$ cat src/rtl/udp_segment_scheduler.sv
// -----------------------------------------------------------------------------
// udp_segment_scheduler
//
// Purpose
//   Drives the byte_data UDP frame generator for one video frame. A frame_go
//   pulse launches SEGS_PER_FRAME segments, each sent N_CLONES times. For every
//   packet the block supplies segment_num, index_clone, aux (frame sequence
//   number) and startaddr, then waits for the generator to take and finish it.
//   An idle gap of GAP_CYCLES clocks separates generator-done from the next
//   start.
//
// Ports
//   clk, rst_n     clock, asynchronous active-low reset
//   enable         scheduler enable; low stops after the current packet
//   frame_go       1-cycle pulse requesting a new frame
//   tx_busy        generator busy
//   tx_counter     generator byte counter (0 = idle)
//   start          launch request to the generator
//   segment_num    segment index of the current packet
//   index_clone    clone index of the current packet
//   aux            frame sequence number, mod 256
//   startaddr      segment_num * PAYLOAD_BYTES (kept by an accumulator)
//   active         a frame is in progress
//   frame_done     1-cycle pulse when the last packet of a frame completes
//   overrun        sticky: frame_go arrived while a frame was in progress
//   timeout_err    sticky watchdog flag (0 unless the watchdog is built in)
//   dbg_state      current FSM state, for observation only
//
// Configuration
//   SCHED_TIMEOUT_EN  when defined, adds the TIMEOUT_CYCLES parameter and a
//                     per-packet watchdog over WAIT_ACK + WAIT_DONE. When not
//                     defined there is no watchdog and timeout_err is tied 0.
//
// Handshake with the generator
//   start is raised in LAUNCH and held until tx_counter reads non-zero; that
//   non-zero value is the acknowledge and start falls on the same edge. The
//   packet is complete once tx_counter == 0 and tx_busy == 0.
// -----------------------------------------------------------------------------
module udp_segment_scheduler #(
   parameter int unsigned SEGS_PER_FRAME = 40,
   parameter int unsigned PAYLOAD_BYTES  = 1440,
   parameter int unsigned N_CLONES       = 3,
   parameter int unsigned GAP_CYCLES     = 12
`ifdef SCHED_TIMEOUT_EN
   ,
   parameter int unsigned TIMEOUT_CYCLES = 4096
`endif
) (
   input  logic        clk,
   input  logic        rst_n,
   input  logic        enable,
   input  logic        frame_go,
   input  logic        tx_busy,
   input  logic [11:0] tx_counter,
   output logic        start,
   output logic [15:0] segment_num,
   output logic [7:0]  index_clone,
   output logic [7:0]  aux,
   output logic [23:0] startaddr,
   output logic        active,
   output logic        frame_done,
   output logic        overrun,
   output logic        timeout_err,
   output logic [2:0]  dbg_state
);

   typedef enum logic [2:0] {
      S_IDLE      = 3'd0,
      S_LAUNCH    = 3'd1,
      S_WAIT_ACK  = 3'd2,
      S_WAIT_DONE = 3'd3,
      S_GAP       = 3'd4
   } state_e;

   localparam int unsigned GW = (GAP_CYCLES > 1) ? $clog2(GAP_CYCLES) : 1;

   state_e        state_q;
   logic          start_q, active_q, frame_done_q, overrun_q;
   logic [15:0]   seg_q;
   logic [7:0]    clone_q, aux_q;
   logic [23:0]   addr_q;
   logic [GW-1:0] gap_q;

   // Next-packet indices, used only on GAP exit.
   logic          last_clone_d, last_seg_d, acked_d, gen_idle_d;
   logic [15:0]   seg_d;
   logic [7:0]    clone_d;
   logic [23:0]   addr_d;

   always_comb begin
      last_clone_d = (clone_q == 8'(N_CLONES - 1));
      last_seg_d   = (seg_q == 16'(SEGS_PER_FRAME - 1));
      acked_d      = (tx_counter != 12'd0);
      gen_idle_d   = (tx_counter == 12'd0) && !tx_busy;
      seg_d        = seg_q;
      clone_d      = clone_q + 8'd1;
      addr_d       = addr_q;
      if (last_clone_d) begin
         clone_d = 8'd0;
         seg_d   = seg_q + 16'd1;
         addr_d  = addr_q + 24'(PAYLOAD_BYTES);
      end
   end

`ifdef SCHED_TIMEOUT_EN
   localparam int unsigned WD_W = (TIMEOUT_CYCLES > 1) ? $clog2(TIMEOUT_CYCLES) : 1;
   logic [WD_W-1:0] wd_q;
   logic            timeout_err_q;
   logic            wd_trip;
   // Trips after TIMEOUT_CYCLES clocks spent in WAIT_ACK + WAIT_DONE.
   assign wd_trip     = (wd_q == WD_W'(TIMEOUT_CYCLES - 1));
   assign timeout_err = timeout_err_q;
`else
   assign timeout_err = 1'b0;
`endif

   always_ff @(posedge clk or negedge rst_n) begin
      if (!rst_n) begin
         state_q      <= S_IDLE;
         start_q      <= 1'b0;
         active_q     <= 1'b0;
         frame_done_q <= 1'b0;
         overrun_q    <= 1'b0;
         seg_q        <= 16'd0;
         clone_q      <= 8'd0;
         aux_q        <= 8'd0;
         addr_q       <= 24'd0;
         gap_q        <= '0;
`ifdef SCHED_TIMEOUT_EN
         wd_q          <= '0;
         timeout_err_q <= 1'b0;
`endif
      end else begin
         frame_done_q <= 1'b0;
         // The frame_done cycle still counts as busy: a new frame has to be
         // requested once the block is visibly idle.
         if (frame_go && (active_q || frame_done_q)) overrun_q <= 1'b1;

         case (state_q)
            S_IDLE: begin
               if (frame_go && enable && !frame_done_q) begin
                  state_q  <= S_LAUNCH;
                  start_q  <= 1'b1;
                  active_q <= 1'b1;
                  seg_q    <= 16'd0;
                  clone_q  <= 8'd0;
                  addr_q   <= 24'd0;
               end
            end

            S_LAUNCH, S_WAIT_ACK: begin
`ifdef SCHED_TIMEOUT_EN
               if (state_q == S_LAUNCH) wd_q <= '0;
               else                     wd_q <= wd_q + 1'b1;
               if ((state_q == S_WAIT_ACK) && wd_trip) begin
                  start_q       <= 1'b0;
                  active_q      <= 1'b0;
                  timeout_err_q <= 1'b1;
                  state_q       <= S_IDLE;
               end else
`endif
               if (acked_d) begin
                  start_q <= 1'b0;
                  state_q <= S_WAIT_DONE;
               end else if (!enable) begin
                  // Abandon a packet the generator has not taken yet.
                  start_q  <= 1'b0;
                  active_q <= 1'b0;
                  state_q  <= S_IDLE;
               end else begin
                  state_q <= S_WAIT_ACK;
               end
            end

            S_WAIT_DONE: begin
`ifdef SCHED_TIMEOUT_EN
               wd_q <= wd_q + 1'b1;
               if (wd_trip) begin
                  active_q      <= 1'b0;
                  timeout_err_q <= 1'b1;
                  state_q       <= S_IDLE;
               end else
`endif
               if (gen_idle_d) begin
                  gap_q   <= GW'(GAP_CYCLES - 1);
                  state_q <= S_GAP;
               end
            end

            S_GAP: begin
               if (gap_q != '0) begin
                  gap_q <= gap_q - 1'b1;
               end else if (last_clone_d && last_seg_d) begin
                  frame_done_q <= 1'b1;
                  aux_q        <= aux_q + 8'd1;
                  active_q     <= 1'b0;
                  state_q      <= S_IDLE;
               end else begin
                  seg_q   <= seg_d;
                  clone_q <= clone_d;
                  addr_q  <= addr_d;
                  if (enable) begin
                     start_q <= 1'b1;
                     state_q <= S_LAUNCH;
                  end else begin
                     active_q <= 1'b0;
                     state_q  <= S_IDLE;
                  end
               end
            end

            default: begin
               start_q  <= 1'b0;
               active_q <= 1'b0;
               state_q  <= S_IDLE;
            end
         endcase
      end
   end

   assign start       = start_q;
   assign segment_num = seg_q;
   assign index_clone = clone_q;
   assign aux         = aux_q;
   assign startaddr   = addr_q;
   assign active      = active_q;
   assign frame_done  = frame_done_q;
   assign overrun     = overrun_q;
   assign dbg_state   = state_q;

endmodule

$ cat config.mk
export PLATFORM = sky130hd
export DESIGN_NAME = udp_segment_scheduler
export DESIGN_NICKNAME = d
export VERILOG_FILES = /design/src/rtl/udp_segment_scheduler.sv
export SDC_FILE = /design/constraint.sdc
export NUM_CORES = 1
export LEC_CHECK = 0
export CELL_PAD_IN_SITES_DETAIL_PLACEMENT = 0
export CELL_PAD_IN_SITES_GLOBAL_PLACEMENT = 2
export CORE_MARGIN = 2
export CORE_UTILIZATION = 33
export CTS_CLUSTER_SIZE = 28
export DETAILED_ROUTE_END_ITERATION = 12
export PLACE_DENSITY_LB_ADDON = 0.05
export SYNTH_ARGS = -nofsm -noshare
export SYNTH_HDL_FRONTEND = slang
export SYNTH_SLANG_ARGS = --single-unit
$ cat constraint.sdc
create_clock -name clk -period 4.35 [get_ports clk]
set_input_delay 1.0875 -clock clk [delete_from_list [all_inputs] [get_ports clk]]
set_output_delay 1.0875 -clock clk [all_outputs]
set_load 0.005 [all_outputs]
# Yosys cells after proc, flatten, opt, wreduce, memory -nomap -nowiden

Cells that the tools add are included.
W data, S select, Z words.

Input bits: 17
Flip-flop bits (word level): 67
Logic and storage cells: 95

Equal/unequal tests: 15
Reduce and logical (&&, ||, !) cells: 22
Muxes and demuxes: 41
Bitwise logic cells: 2
Add/subtract/negate cells: 5

Operators by type and width:

| operator                 | number |
|---|---|
| $mux W24                 | 4 |
| $mux W16                 | 4 |
| $pmux W24 S2             | 1 |
| $mux W8                  | 4 |
| $pmux W16 S2             | 1 |
| $add A24 B11 Y24 const B | 1 |
| $add A16 B1 Y16 const B  | 1 |
| $add A8 B1 Y8 const B    | 2 |
| $eq A16 B6 Y1 const B    | 1 |
| $ne A2 B2 Y1 const B     | 8 |
| $pmux W8 S2              | 1 |
| $mux W1                  | 15 |
| $logic_not A12 Y1        | 1 |
| $pmux W3 S4              | 1 |
| $reduce_bool A12 Y1      | 1 |
| $mux W3                  | 3 |
| $reduce_and A3 Y1        | 3 |
| $eq A8 B2 Y1 const B     | 1 |
| $mux W4                  | 2 |
| $pmux W1 S4              | 2 |
| $pmux W4 S2              | 1 |
| $reduce_and A4 Y1        | 2 |
| $eq A3 B2 Y1 const B     | 2 |
| $reduce_and A6 Y1        | 1 |
| 14 further kinds         | 22 |

# Logic depth before layout (Yosys ltp)

Depth after elaboration: 5
Depth in mapped cells: 9
Mapped depth without buffers: 7

# Worst setup path after synthesis

No wires, ideal clock.

Kind: in2reg
Start: input port tx_counter[2]
End: register gap_q[2]
Cell stages on the path: 5
Path slack: 1.957 ns
Setup time: 0.121 ns
Path buffers: 0
Arrival time: 2.272 ns
Path through: nor4_1 -> nand3_1 -> o22ai_1 -> o21ai_0 -> a22o_1

Cells in the longest elaborated chain, start to end: 4

RTL lines:

| item                        | RTL line | text |
|---|---|---|
| from (decl)                 | 54       | `input logic [11:0] tx_counter,` |
| $logic_not A12 Y1           | 94       | `gen_idle_d = (tx_counter == 12'd0) && !tx_busy;` |
| $logic_and A1 B1 Y1         | 94       |  |
| $ne A2 B2 Y1 (no line)      | n/a      |  |
| $reduce_and A3 Y1 (no line) | n/a      |  |
| to (signal assigned)        | 185      | `gap_q <= GW'(GAP_CYCLES - 1);` |
| to (signal assigned)        | 192      | `gap_q <= gap_q - 1'b1;` |
| to (decl)                   | 82       | `logic [GW-1:0] gap_q;` |

Every way passes these cells.
A chain may end at the register's enable or synchronous reset.

# Worst setup path after layout

Start: register seg_q[1], in the netlist segment_num[1]
End: register seg_q[4], in the netlist segment_num[4]

Cells in the longest elaborated chain, start to end: 5
Elaborated cells between the ends (all ways): 9

RTL lines:

| item                   | RTL line | text |
|---|---|---|
| from (decl)            | 79       | `logic [15:0] seg_q;` |
| from (signal assigned) | 199      | `seg_q <= seg_d;` |
| $add A16 B1 Y16        | 100      | `seg_d = seg_q + 16'd1;` |
| $mux W16               | 98       | `if (last_clone_d) begin` |
| $mux W16               | 193      | `end else if (last_clone_d && last_seg_d) begin` |
| $mux W16               | 191      | `if (gap_q != '0) begin` |
| $pmux W16 S2           | 139      | `case (state_q)` |

Parallel ways exist; a longest one is shown, timed or not. The select of a mux whose other input is x is not followed.

==> out/results.ini <==
[global_routing]
antenna_found_initial = 0
grt_use_total = 0.184
grt_pass1_vias = 3167
overflow = 0
grt_max_degree = 36
grt_pass1_wl_um = 16800

[power_and_ir_drop]
p_seq_frac = 0.472
internal-power_mw = 1.06
switching_share = 0.266
power.total_mw = 1.44
leakage_nw = 1.82
vdd_ir_drop_max_mv = 0.102
power_frac_comb = 0.126
switchingPower_mw = 0.383
clkPwrFrac = 0.402
power_density_nw_per_um2 = 311

[clocking]
root_buffer = clkbuf_8
postCtsHoldBufs = 0
cts_tree = yes
post_cts_resized = 0
cts_sinks = 62
cts.reportedPaths.clkPinSlew_ps = 70
clock_latency_ps = 350
post_cts_buffers = 0
cts_buffers = 9
htree_levels = 3
clockBufferDepth = 2

[placement]
numPortBuffers = 74
gp_congestion = 0.749
dp_hpwl_um = 6830
place_area_um2 = 4420

[timing]
hold_viol_final = 0
fin_crit_ps = 3210
maxSlewHeadroom = 0.205
rsz0062_at_grt = false
setup_viol = 0
finalCritPeriodShare = 0.737
tightest_slew_ps = 1190
clock_skew_ps = 7.76
fin_setup_tns_ps = 0
drv_slew = 0
max_freq_mhz = 312

[cells_and_area]
final_common_cell = clkdlybuf4s50_1
syn_to_final_growth_pct = 28.8
fin_area_um2 = 4640
drive_above_1_share = 0.0776
insertedDiodeCount = 0
fin_nets = 483
mostFrequentLayoutCells = clkdlybuf4s50_1, dfrtp_1, o21ai_0

[setup_path]
cp_slowest_cell = o31ai_4
end_kind = register
critPathLaunchType = register
worstPathArrival_ps = 3490
critPathRequiredTime_ps = 4640
worstSetupPathType = reg2reg
cp_max_fo = 27
path_cells = ha_1, nor4bb_1, nand4_1, o31ai_4, buf_4, nand2b_1, a22o_1
critical-path-max-stage-delay_ps = 1040

[synth]
ys_seq_area_frac = 0.431
synthCells = 389
synth_area_um2 = 3600
yosys-top-cells-area = dfrtp_1, o21ai_0, o31ai_1, nand3_1, nand2_1
synth_warnings = 0
ys_async_sr_fraction = 1.00
ys_types = 59
yosysTopAreaCell = dfrtp_1
synth_top_area_share = 0.431
synth_area_per_cell_um2 = 9.26
ys_ff_latch = 62
synth-edff-count = 0
synthFlopType = dfrtp_1

[die]
row_count = 38
start_util = 0.335
dieArea_um2 = 11800
ios = 81
fp.dieW_um = 108
die_h_um = 108
coreArea_um2 = 10700

[drt]
drc = 0
totalWireLength_um = 10100
vias_per_cell = 5.50
ant_nets = 0
drt-wirelength-per-cell_um = 16.6
drt_iter0_markers = 176
drtPass1Iterations = 4
via_count = 3324

[job]
drv_cap = 0

[min_path]
hp-class = reg2reg

[run_status]
status = finished clean

==> Yosys cell counts (2+ instances only) <==
| master | instances |
|---|---|
| nor4_1 | 6 |
| a22o_1 | 4 |
| nor3_1 | 16 |
| nor4b_1 | 2 |
| and3_1 | 9 |
| buf_6 | 2 |
| nor4bb_1 | 3 |
| xnor2_1 | 7 |
| nand2b_1 | 4 |
| nor2_1 | 19 |
| o22ai_1 | 3 |
| nor3b_2 | 2 |
| nand4_1 | 10 |
| o41ai_1 | 2 |
| a31oi_1 | 10 |
| xor2_1 | 2 |
| or3_1 | 10 |
| a21o_1 | 3 |
| dfrtp_1 | 62 |
| and4_1 | 5 |
| inv_1 | 17 |
| o21ai_0 | 34 |
| ha_1 | 7 |
| a21oi_1 | 14 |
| o31ai_1 | 20 |
| a41oi_1 | 2 |
| clkbuf_1 | 5 |
| buf_4 | 7 |
| nand2_1 | 31 |
| buf_2 | 10 |
| nand3_1 | 25 |
| a211oi_1 | 9 |
==> power groups by stage <==
stage	registers (mW)	clock network [mW]	logic [mW]
after floorplan	0.674	0	0.0726
after global placement	0.691	0	0.183
after detailed placement	0.692	0	0.184
after CTS	0.681	0.596	0.186
after global routing	0.691	0.624	0.205
final	0.681	0.580	0.182
==> per-layer routing <==
layer	GRT usage	wire length (um)	share of wire
met1	0.271	4900	0.49
met2	0.265	4580	0.46
met3	0.0380	461	0.046
met4	0.0696	121	0.012
met5	0	0	0
==> state kept, by name, indices dropped and copies added (netlist names) <==
signal	count
aux	8
dbg_state	3
segment_num	16
gap_q	4
startaddr	19
index_clone	8
overrun	1
active	1
frame_done	1
start	1
==> through the flow <==
step | instances | utilization | setup slack [ps] | hold WS (ps)
after floorplan | 394 | - | 1960 | 459
after global placement | 588 | 0.411 | 992 | 449
after detailed placement | 588 | 0.411 | 980 | 453
after CTS | 604 | 0.432 | 1130 | 471
after global routing | 604 | 0.432 | 935 | 490
final | 604 | 0.432 | 1140 | 464
==> cells by family (layout without fill, tap and decap cells) <==
| group | count (synthesis) | in the layout | synth area share |
|---|---|---|---|
| compound gates | 113 | 113 | 0.208 |
| xor+xnor | 9 | 9 | 0.0219 |
| fa+ha+maj | 7 | 7 | 0.0243 |
| buf+inv | 41 | 111 | 0.0577 |
| flops | 62 | 62 | 0.431 |
| mux | 2 | 2 | 0.00591 |
| other cells | 1 | 6 | 0.00104 |
| simple gates | 154 | 154 | 0.250 |
==> worst paths after layout <==
path | end | slack [ps] | cells past startpoint | startpoint
setup / recovery | segment_num[4] | 1140 | 7 | segment_num[1]
setup reg to reg | segment_num[4] | 1140 | 7 | segment_num[1]
max in group asynchronous | segment_num[1] | 2660 | 2 | rst_n
min in group asynchronous | startaddr[16] | 770 | 1 | rst_n
hold / removal | overrun | 460 | 1 | overrun
hold reg to reg | overrun | 460 | 1 | overrun
==> cell type report <==
type,instances,area [um^2]
clock inverter,6,85.1
fill,1099,6110
tap,140,175
sequential,62,1550
clock buffer,10,138
inverter,17,63.8
timing repair buffer,78,766
multi-input combinational,291,1860
==> worst max-delay path, delay by kind of cell (launching register included) <==
family,cells,cell delay (ps)
flops,1,430
fa+ha+maj,1,260
buf+inv,1,380
compound gates,2,1190
simple gates,3,890
Power figures use the tool's default switching activity.
